==> src/rtl/ex_mdu_pkg.sv <==
// ex_mdu_pkg: definitions shared by the EX-stage M-extension unit and its bench.
//   - AluOp encodings. The pre-existing ALU ops are listed so that the M-op block
//     can be seen next to them.
//   - Index of the EX-stage bit in the 6-bit ctrl stall vector.
//   - MDU FSM state encoding.
//   - Helpers that classify an aluop as a multiply or a divide/remainder op.
package ex_mdu_pkg;

  // Existing AluOp encodings
  localparam logic [7:0] EXE_NOP_OP    = 8'h00;
  localparam logic [7:0] EXE_ADD_OP    = 8'h20;
  localparam logic [7:0] EXE_SUB_OP    = 8'h22;
  localparam logic [7:0] EXE_AND_OP    = 8'h24;
  localparam logic [7:0] EXE_OR_OP     = 8'h25;

  // RV32M AluOp encodings
  localparam logic [7:0] EXE_MUL_OP    = 8'hb0;
  localparam logic [7:0] EXE_MULH_OP   = 8'hb1;
  localparam logic [7:0] EXE_MULHSU_OP = 8'hb2;
  localparam logic [7:0] EXE_MULHU_OP  = 8'hb3;
  localparam logic [7:0] EXE_DIV_OP    = 8'hb4;
  localparam logic [7:0] EXE_DIVU_OP   = 8'hb5;
  localparam logic [7:0] EXE_REM_OP    = 8'hb6;
  localparam logic [7:0] EXE_REMU_OP   = 8'hb7;

  // Stall vector: bit 3 holds the EX stage
  localparam int unsigned StallEx = 3;

  // MDU FSM states
  typedef enum logic [1:0] {
    StIdle = 2'd0,
    StMul  = 2'd1,
    StDiv  = 2'd2,
    StDone = 2'd3
  } mdu_state_e;

  function automatic logic is_mul_op(input logic [7:0] op);
    return (op == EXE_MUL_OP) || (op == EXE_MULH_OP) ||
           (op == EXE_MULHSU_OP) || (op == EXE_MULHU_OP);
  endfunction

  function automatic logic is_div_op(input logic [7:0] op);
    return (op == EXE_DIV_OP) || (op == EXE_DIVU_OP) ||
           (op == EXE_REM_OP) || (op == EXE_REMU_OP);
  endfunction

endpackage

==> src/rtl/mdu_div.sv <==
// mdu_div: 32-bit unsigned restoring divider, one quotient bit per cycle.
//   clk, rst   clock, synchronous active-high reset
//   start      load dividend/divisor; the 32 steps run on the following 32 edges
//   dividend   unsigned dividend (sampled when start=1)
//   divisor    unsigned divisor, must be non-zero (sampled when start=1)
//   quotient   quotient, valid after done and held until the next start
//   remainder  remainder, valid after done and held until the next start
//   done       high during the cycle whose edge performs the last step
module mdu_div (
  input  logic        clk,
  input  logic        rst,
  input  logic        start,
  input  logic [31:0] dividend,
  input  logic [31:0] divisor,
  output logic [31:0] quotient,
  output logic [31:0] remainder,
  output logic        done
);

  logic        busy_q, busy_d;
  logic [4:0]  cnt_q, cnt_d;
  logic [31:0] quo_q, quo_d;
  logic [31:0] rem_q, rem_d;
  logic [31:0] dvs_q, dvs_d;

  logic [32:0] rem_sh;
  logic [32:0] diff;
  logic        ge;

  // Shift the next dividend bit into the partial remainder and trial-subtract.
  // rem_q < divisor, so rem_sh < 2*divisor and a 33-bit difference is enough.
  assign rem_sh = {rem_q, quo_q[31]};
  assign diff   = rem_sh - {1'b0, dvs_q};
  assign ge     = (rem_sh >= {1'b0, dvs_q});

  always_comb begin
    busy_d = busy_q;
    cnt_d  = cnt_q;
    quo_d  = quo_q;
    rem_d  = rem_q;
    dvs_d  = dvs_q;
    if (start) begin
      busy_d = 1'b1;
      cnt_d  = 5'd0;
      quo_d  = dividend;
      rem_d  = 32'd0;
      dvs_d  = divisor;
    end else if (busy_q) begin
      quo_d = {quo_q[30:0], ge};
      rem_d = ge ? diff[31:0] : rem_sh[31:0];
      cnt_d = cnt_q + 5'd1;
      if (cnt_q == 5'd31) begin
        busy_d = 1'b0;
      end
    end
  end

  always_ff @(posedge clk) begin
    if (rst) begin
      busy_q <= 1'b0;
      cnt_q  <= 5'd0;
      quo_q  <= 32'd0;
      rem_q  <= 32'd0;
      dvs_q  <= 32'd0;
    end else begin
      busy_q <= busy_d;
      cnt_q  <= cnt_d;
      quo_q  <= quo_d;
      rem_q  <= rem_d;
      dvs_q  <= dvs_d;
    end
  end

  assign done      = busy_q && (cnt_q == 5'd31);
  assign quotient  = quo_q;
  assign remainder = rem_q;

endmodule

==> src/rtl/ex_mdu.sv <==
// ex_mdu: EX-stage RV32M unit (MUL/MULH/MULHSU/MULHU/DIV/DIVU/REM/REMU).
// Operands are converted to magnitudes and latched when an M op is seen in IDLE;
// the unsigned core iterates (multiplier here, divider in mdu_div) and the sign
// is restored in DONE. Divide-by-zero and signed overflow skip straight to DONE.
//   clk, rst      clock, synchronous active-high reset
//   stall[5:0]    ctrl stall vector; stall[3] holds EX (keeps DONE and its result)
//   aluop[7:0]    operation from ID/EX
//   reg1, reg2    rs1 (dividend/multiplicand), rs2 (divisor/multiplier)
//   stallreq      asks ctrl to hold IF..EX while an op is in flight
//   result        M-extension result, 0 outside DONE
//   result_valid  high in DONE
// Build option: define MDU_FAST_MUL_EN for a single-cycle multiplier (MUL state
// unused); otherwise multiplies iterate for 32 cycles like divides.
module ex_mdu
  import ex_mdu_pkg::*;
(
  input  logic        clk,
  input  logic        rst,
  input  logic [5:0]  stall,
  input  logic [7:0]  aluop,
  input  logic [31:0] reg1,
  input  logic [31:0] reg2,
  output logic        stallreq,
  output logic [31:0] result,
  output logic        result_valid
);

  mdu_state_e  state_q, state_d;
  logic [4:0]  count_q, count_d;
  logic [7:0]  op_q, op_d;
  logic        neg_q, neg_d;       // negate the final value in DONE
  logic [31:0] mcand_q, mcand_d;
  logic [31:0] acc_hi_q, acc_hi_d; // product upper half / running partial sum
  logic [31:0] acc_lo_q, acc_lo_d; // multiplier shifting out, product lower half
  logic        byp_q, byp_d;       // divide result came from a special case
  logic [31:0] byp_res_q, byp_res_d;

  logic        unused_stall;
  assign unused_stall = ^{stall[5:4], stall[2:0]};

  // Operand decode
  logic        s1, s2, neg_new, div_zero, div_ovf;
  logic [31:0] mag1, mag2;

  always_comb begin
    s1 = reg1[31] & ((aluop == EXE_MULH_OP) || (aluop == EXE_MULHSU_OP) ||
                     (aluop == EXE_DIV_OP) || (aluop == EXE_REM_OP));
    s2 = reg2[31] & ((aluop == EXE_MULH_OP) || (aluop == EXE_DIV_OP) ||
                     (aluop == EXE_REM_OP));
    mag1 = s1 ? (32'd0 - reg1) : reg1;
    mag2 = s2 ? (32'd0 - reg2) : reg2;
    // Remainder follows the dividend sign; everything else the sign product.
    neg_new = ((aluop == EXE_REM_OP) || (aluop == EXE_MULHSU_OP)) ? s1 : (s1 ^ s2);
    div_zero = (reg2 == 32'd0);
    div_ovf  = ((aluop == EXE_DIV_OP) || (aluop == EXE_REM_OP)) &&
               (reg1 == 32'h8000_0000) && (reg2 == 32'hffff_ffff);
  end

  // Shift-add multiplier step: add the multiplicand when the multiplier LSB is
  // set, then shift the {sum, acc_lo} pair right by one.
  logic [32:0] mul_sum;
  assign mul_sum = {1'b0, acc_hi_q} + (acc_lo_q[0] ? {1'b0, mcand_q} : 33'd0);

  // Divider
  logic        div_start, div_done;
  logic [31:0] div_quo, div_rem;

  mdu_div u_div (
    .clk       (clk),
    .rst       (rst),
    .start     (div_start),
    .dividend  (mag1),
    .divisor   (mag2),
    .quotient  (div_quo),
    .remainder (div_rem),
    .done      (div_done)
  );

  // Sign-corrected final values
  logic [63:0] prod_s;
  logic [31:0] quo_s, rem_s, done_result;

  always_comb begin
    prod_s = neg_q ? (64'd0 - {acc_hi_q, acc_lo_q}) : {acc_hi_q, acc_lo_q};
    quo_s  = neg_q ? (32'd0 - div_quo) : div_quo;
    rem_s  = neg_q ? (32'd0 - div_rem) : div_rem;
    case (op_q)
      EXE_MUL_OP:                              done_result = prod_s[31:0];
      EXE_MULH_OP, EXE_MULHSU_OP, EXE_MULHU_OP: done_result = prod_s[63:32];
      EXE_DIV_OP, EXE_DIVU_OP:                 done_result = byp_q ? byp_res_q : quo_s;
      EXE_REM_OP, EXE_REMU_OP:                 done_result = byp_q ? byp_res_q : rem_s;
      default:                                 done_result = 32'd0;
    endcase
  end

  // FSM next state and outputs
  always_comb begin
    state_d      = state_q;
    count_d      = count_q;
    op_d         = op_q;
    neg_d        = neg_q;
    mcand_d      = mcand_q;
    acc_hi_d     = acc_hi_q;
    acc_lo_d     = acc_lo_q;
    byp_d        = byp_q;
    byp_res_d    = byp_res_q;
    div_start    = 1'b0;
    stallreq     = 1'b0;
    result       = 32'd0;
    result_valid = 1'b0;

    case (state_q)
      StIdle: begin
        if (is_mul_op(aluop) || is_div_op(aluop)) begin
          stallreq  = 1'b1;
          op_d      = aluop;
          neg_d     = neg_new;
          count_d   = 5'd0;
          mcand_d   = mag1;
          acc_hi_d  = 32'd0;
          acc_lo_d  = mag2;
          byp_d     = 1'b0;
          byp_res_d = 32'd0;
          if (is_mul_op(aluop)) begin
`ifdef MDU_FAST_MUL_EN
            {acc_hi_d, acc_lo_d} = 64'(mag1) * 64'(mag2);
            state_d = StDone;
`else
            state_d = StMul;
`endif
          end else if (div_zero) begin
            byp_d     = 1'b1;
            byp_res_d = ((aluop == EXE_DIV_OP) || (aluop == EXE_DIVU_OP)) ? 32'hffff_ffff
                                                                          : reg1;
            state_d   = StDone;
          end else if (div_ovf) begin
            byp_d     = 1'b1;
            byp_res_d = (aluop == EXE_DIV_OP) ? 32'h8000_0000 : 32'd0;
            state_d   = StDone;
          end else begin
            div_start = 1'b1;
            state_d   = StDiv;
          end
        end
      end
      StMul: begin
        stallreq = 1'b1;
        acc_hi_d = mul_sum[32:1];
        acc_lo_d = {mul_sum[0], acc_lo_q[31:1]};
        count_d  = count_q + 5'd1;
        if (count_q == 5'd31) begin
          state_d = StDone;
        end
      end
      StDiv: begin
        stallreq = 1'b1;
        count_d  = count_q + 5'd1;
        if (div_done) begin
          state_d = StDone;
        end
      end
      StDone: begin
        result_valid = 1'b1;
        result       = done_result;
        if (!stall[StallEx]) begin
          state_d = StIdle;
        end
      end
      default: state_d = StIdle;
    endcase
  end

  always_ff @(posedge clk) begin
    if (rst) begin
      state_q   <= StIdle;
      count_q   <= 5'd0;
      op_q      <= 8'd0;
      neg_q     <= 1'b0;
      mcand_q   <= 32'd0;
      acc_hi_q  <= 32'd0;
      acc_lo_q  <= 32'd0;
      byp_q     <= 1'b0;
      byp_res_q <= 32'd0;
    end else begin
      state_q   <= state_d;
      count_q   <= count_d;
      op_q      <= op_d;
      neg_q     <= neg_d;
      mcand_q   <= mcand_d;
      acc_hi_q  <= acc_hi_d;
      acc_lo_q  <= acc_lo_d;
      byp_q     <= byp_d;
      byp_res_q <= byp_res_d;
    end
  end

endmodule
==> config.mk <==
export PLATFORM = sky130hd
export DESIGN_NAME = ex_mdu
export DESIGN_NICKNAME = d
export VERILOG_FILES = /design/src/rtl/ex_mdu_pkg.sv /design/src/rtl/mdu_div.sv /design/src/rtl/ex_mdu.sv
export SDC_FILE = /design/constraint.sdc
export NUM_CORES = 1
export LEC_CHECK = 0
export ABC_AREA = 1
export BUFFER_PORTS_ARGS = -buffer_cell sky130_fd_sc_hd__buf_4
export CORE_MARGIN = 1.5
export CORE_UTILIZATION = 55
export CTS_CLUSTER_SIZE = 14
export DETAILED_ROUTE_END_ITERATION = 7
export GPL_ROUTABILITY_DRIVEN = 1
export PLACE_DENSITY_LB_ADDON = 0.1
export SLEW_MARGIN = 20
export SYNTH_ARGS = -nofsm -noshare
export SYNTH_HDL_FRONTEND = slang
export SYNTH_SLANG_ARGS = --single-unit
==> constraint.sdc <==
create_clock -name clk -period 6.54 [get_ports clk]
set_input_delay 0.654 -clock clk [delete_from_list [all_inputs] [get_ports clk]]
set_output_delay 0.654 -clock clk [all_outputs]
set_load 0.005 [all_outputs]
==> results.sh <==
export IMPL_n_antenna_cell=0
export IMPL_first_iter_violations=3814
export IMPL_power_switching_mw=3.17
export IMPL_post_place_ws_ns=2.36
export IMPL_synth_fp_nets=4208
export IMPL_cts_path_max_buffers=3
export IMPL_grt_first_pass_wirelength_um=138000
export IMPL_endpoint_kind="primary output"
export IMPL_slew_headroom_pct=26.2
export IMPL_cts_resized=0
export IMPL_dp_hpwl_um=71800
export IMPL_clk_pin_slew_ns=0.07
export IMPL_fmax_mhz=235
export IMPL_cts_sinks=247
export IMPL_tightest_slew_ns=1.09
export IMPL_viasPerCell=5.81
export IMPL_layout_common_cells="nand2_1, nor2_1, nand3_1, inv_1, a21oi_1"
export IMPL_cts_tree="yes"
export IMPL_pwr_share_comb_pct=48.4
export IMPL_synth_seq_cells=247
export IMPL_ioPinCount=114
export IMPL_ys_flop_type="dfxtp_1"
export IMPL_grt_max_degree=91
export IMPL_maxCapViolCount=0
export IMPL_io_buffers=108
export IMPL_synth_top_family_by_area="simple AND/OR/NAND/NOR gates"
export IMPL_row_count=74
export IMPL_grt_total_usage_pct=42.5
export IMPL_drc=0
export IMPL_wl_per_cell_um=19.9
export IMPL_ys_async_sr_fraction_pct=0
export IMPL_nets=4219
export IMPL_place_gp_congestion=1.02
export IMPL_postRouteAntennaNets=0
export IMPL_yosysWarnings=0
export IMPL_yosysUniqueCellTypes=46
export IMPL_cp_max_fo=35
export IMPL_core_area_um2=40700
export IMPL_synth_area_mux_share_pct=0
export IMPL_hold_path_class="in -> reg"
export IMPL_wl_um=91700
export IMPL_avgSynthCellArea_um2=5.60
export IMPL_die_h_um=206
export IMPL_dr_pass1_iters=8
export IMPL_via_count=26800
export IMPL_cts_setup_buffers=0
export IMPL_design_area_um2=24600
export IMPL_finalSetupViolations=0
export IMPL_rrSetupSlack_ns=2.74
export IMPL_worstPathRequired_ns=5.89
export IMPL_leakagePower_nw=12.6
export IMPL_netSwitchingFraction_pct=48.1
export IMPL_p_total_mw=6.60
export IMPL_cts_inserted_buffers=28
export IMPL_period_needed_ns=4.25
export IMPL_dieArea_um2=42400
export IMPL_synth_compound_area_share_pct=16.3
export IMPL_crit_type="reg -> out"
export IMPL_hold_viol_final=0
export IMPL_yosysSeqAreaShare_pct=21.8
export IMPL_root_buffer="clkbuf_16"
export IMPL_internal_power_mw=3.42
export IMPL_synthAdderAreaFrac_pct=4.48
export IMPL_finClkSkew_ns=0.0356
export IMPL_die_w_um=206
export IMPL_syn_cell_area_um2=22700
export IMPL_p_per_area_nw_per_um2=268
export IMPL_grt_pass1_vias=23400
export IMPL_insertion_delay_ns=0.60
export IMPL_antenna_found_initial=0
export IMPL_placed_cell_area_um2=23700
export IMPL_syn_to_final_growth_pct=8.65
export IMPL_fin_ws_ns=2.29
export IMPL_drive_gt1_share_pct=5.86
export IMPL_synth_simple_area_share_pct=43.2
export IMPL_htreeDepth=1
export IMPL_pwr_share_clk_pct=24.6
export IMPL_holdBufCountCts=0
export IMPL_vdd_ir_drop_max_uv=394
export IMPL_cp_start_kind="flop"
export IMPL_worst_ep_arrival_time_ns=3.60
export IMPL_status="complete, no violations"
export IMPL_final_setup_tns_ns=0
export IMPL_start_util_pct=55.6
export IMPL_seqPwrFrac_pct=27.0
export IMPL_syn_inst=4048
export IMPL_overflow=0
export IMPL_final_common_cell="nand2_1"
export IMPL_synth_xor_xnor_area_share_pct=3.02
export IMPL_synth_edf_count=0
export IMPL_rsz0062_at_grt="no"
export IMPL_period_share_pct=65.0
export IMPL_report_final_slew_viol_count=0
## logic make-up (layout without fill, tap and decap cells)
kind of cell,after synthesis,after routing
DFF,247,247
and+or+nand+nor,2327,2327
buffers and inverters,648,681
adders and majority gates,80,80
AOI/OAI and AO/OA,668,668
xor gates and xnor gates,78,78
## final timing paths
kind | start | endpoint | depth (start not counted)
max | acc_lo_q[0] | result[16] | 14
min reg2reg | op_q[6] | op_q[6] | 2
min | aluop[0] | op_q[0] | 3
max reg2reg | state_q[0] | u_div.dvs_q[10] | 8
## cell usage after synthesis, types with 10 or more instances
| master | instances | share of area [%] |
|---|---|---|
| nand3_1 | 499 | 11 |
| xnor2_1 | 18 | 0.70 |
| buf_2 | 22 | 0.49 |
| nand2_1 | 1146 | 19 |
| nor3_1 | 41 | 0.91 |
| o21bai_1 | 47 | 1.6 |
| nand3b_1 | 14 | 0.46 |
| clkbuf_1 | 105 | 1.7 |
| o21ai_0 | 225 | 5.0 |
| inv_1 | 482 | 8.0 |
| dfxtp_1 | 247 | 22 |
| xor2_1 | 60 | 2.3 |
| o211ai_1 | 42 | 1.4 |
| o21a_1 | 10 | 0.33 |
| buf_1 | 12 | 0.20 |
| ha_1 | 78 | 4.3 |
| nand4_1 | 60 | 1.7 |
| nor2_1 | 518 | 8.6 |
| buf_4 | 11 | 0.36 |
| or2_2 | 27 | 0.75 |
| a21oi_1 | 302 | 6.7 |
## per-stage QoR
stage	hold WS, ns	instances	util, %
after floorplan	0.423	4048	-
after global placement	0.435	4561	58.1
after detailed placement	0.439	4561	58.1
after CTS	0.339	4613	60.4
after global routing	0.375	4613	60.4
final	0.351	4613	60.4
## registers in the layout (all words and copies together) (netlist names)
name,count
u_div.dvs_q,32
byp_q,1
neg_q,1
acc_lo_q,32
mcand_q,32
count_q,5
state_q,2
op_q,8
byp_res_q,32
u_div.quotient,32
acc_hi_q,32
u_div.cnt_q,5
u_div.remainder,32
u_div.busy_q,1
## metal layers
| metal | vias up | GRT usage, % | part of all wire, % |
|---|---|---|---|
| met4 | 0 | 24.8 | 7.0 |
| met1 | 12100 | 56.8 | 41 |
| met5 | - | 0 | 0 |
| li1 | 13200 | - | - |
| met3 | 224 | 7.54 | 10 |
| met2 | 1320 | 64.0 | 41 |
## final cells by class
| class | count | area [µm²] |
|---|---|---|
| repair buffers | 136 | 1020 |
| clock inverters | 19 | 200 |
| multi-input cells | 3153 | 15200 |
| well taps | 532 | 666 |
| clock buffers | 33 | 729 |
| fillers | 4261 | 16100 |
| inverters | 493 | 1850 |
| flip-flops and latches | 247 | 4950 |
## critical path, cell delays in order (launching register included)
cell and delay (ns):
dfxtp_1 0.30, buf_4 0.24, inv_1 0.25, ha_1 0.25
nand3_1 0.16, nor2_1 0.33, nand4_1 0.20, nand2_1 0.10
inv_1 0.06, or2_2 0.26, nand3_1 0.25, nand3_1 0.24
nor2_1 0.15, nor2_1 0.05, buf_4 0.17
## power groups by stage
stage	logic, mW	clock network, mW	registers [mW]
4_1_cts	3.09	1.63	1.77
2_1_floorplan	2.18	0	1.75
3_3_place_gp	3.07	0	1.80
3_5_place_dp	3.07	0	1.81
6_report	3.20	1.62	1.78
5_1_grt	3.54	1.68	1.79
(Power assumes the default switching activity.)
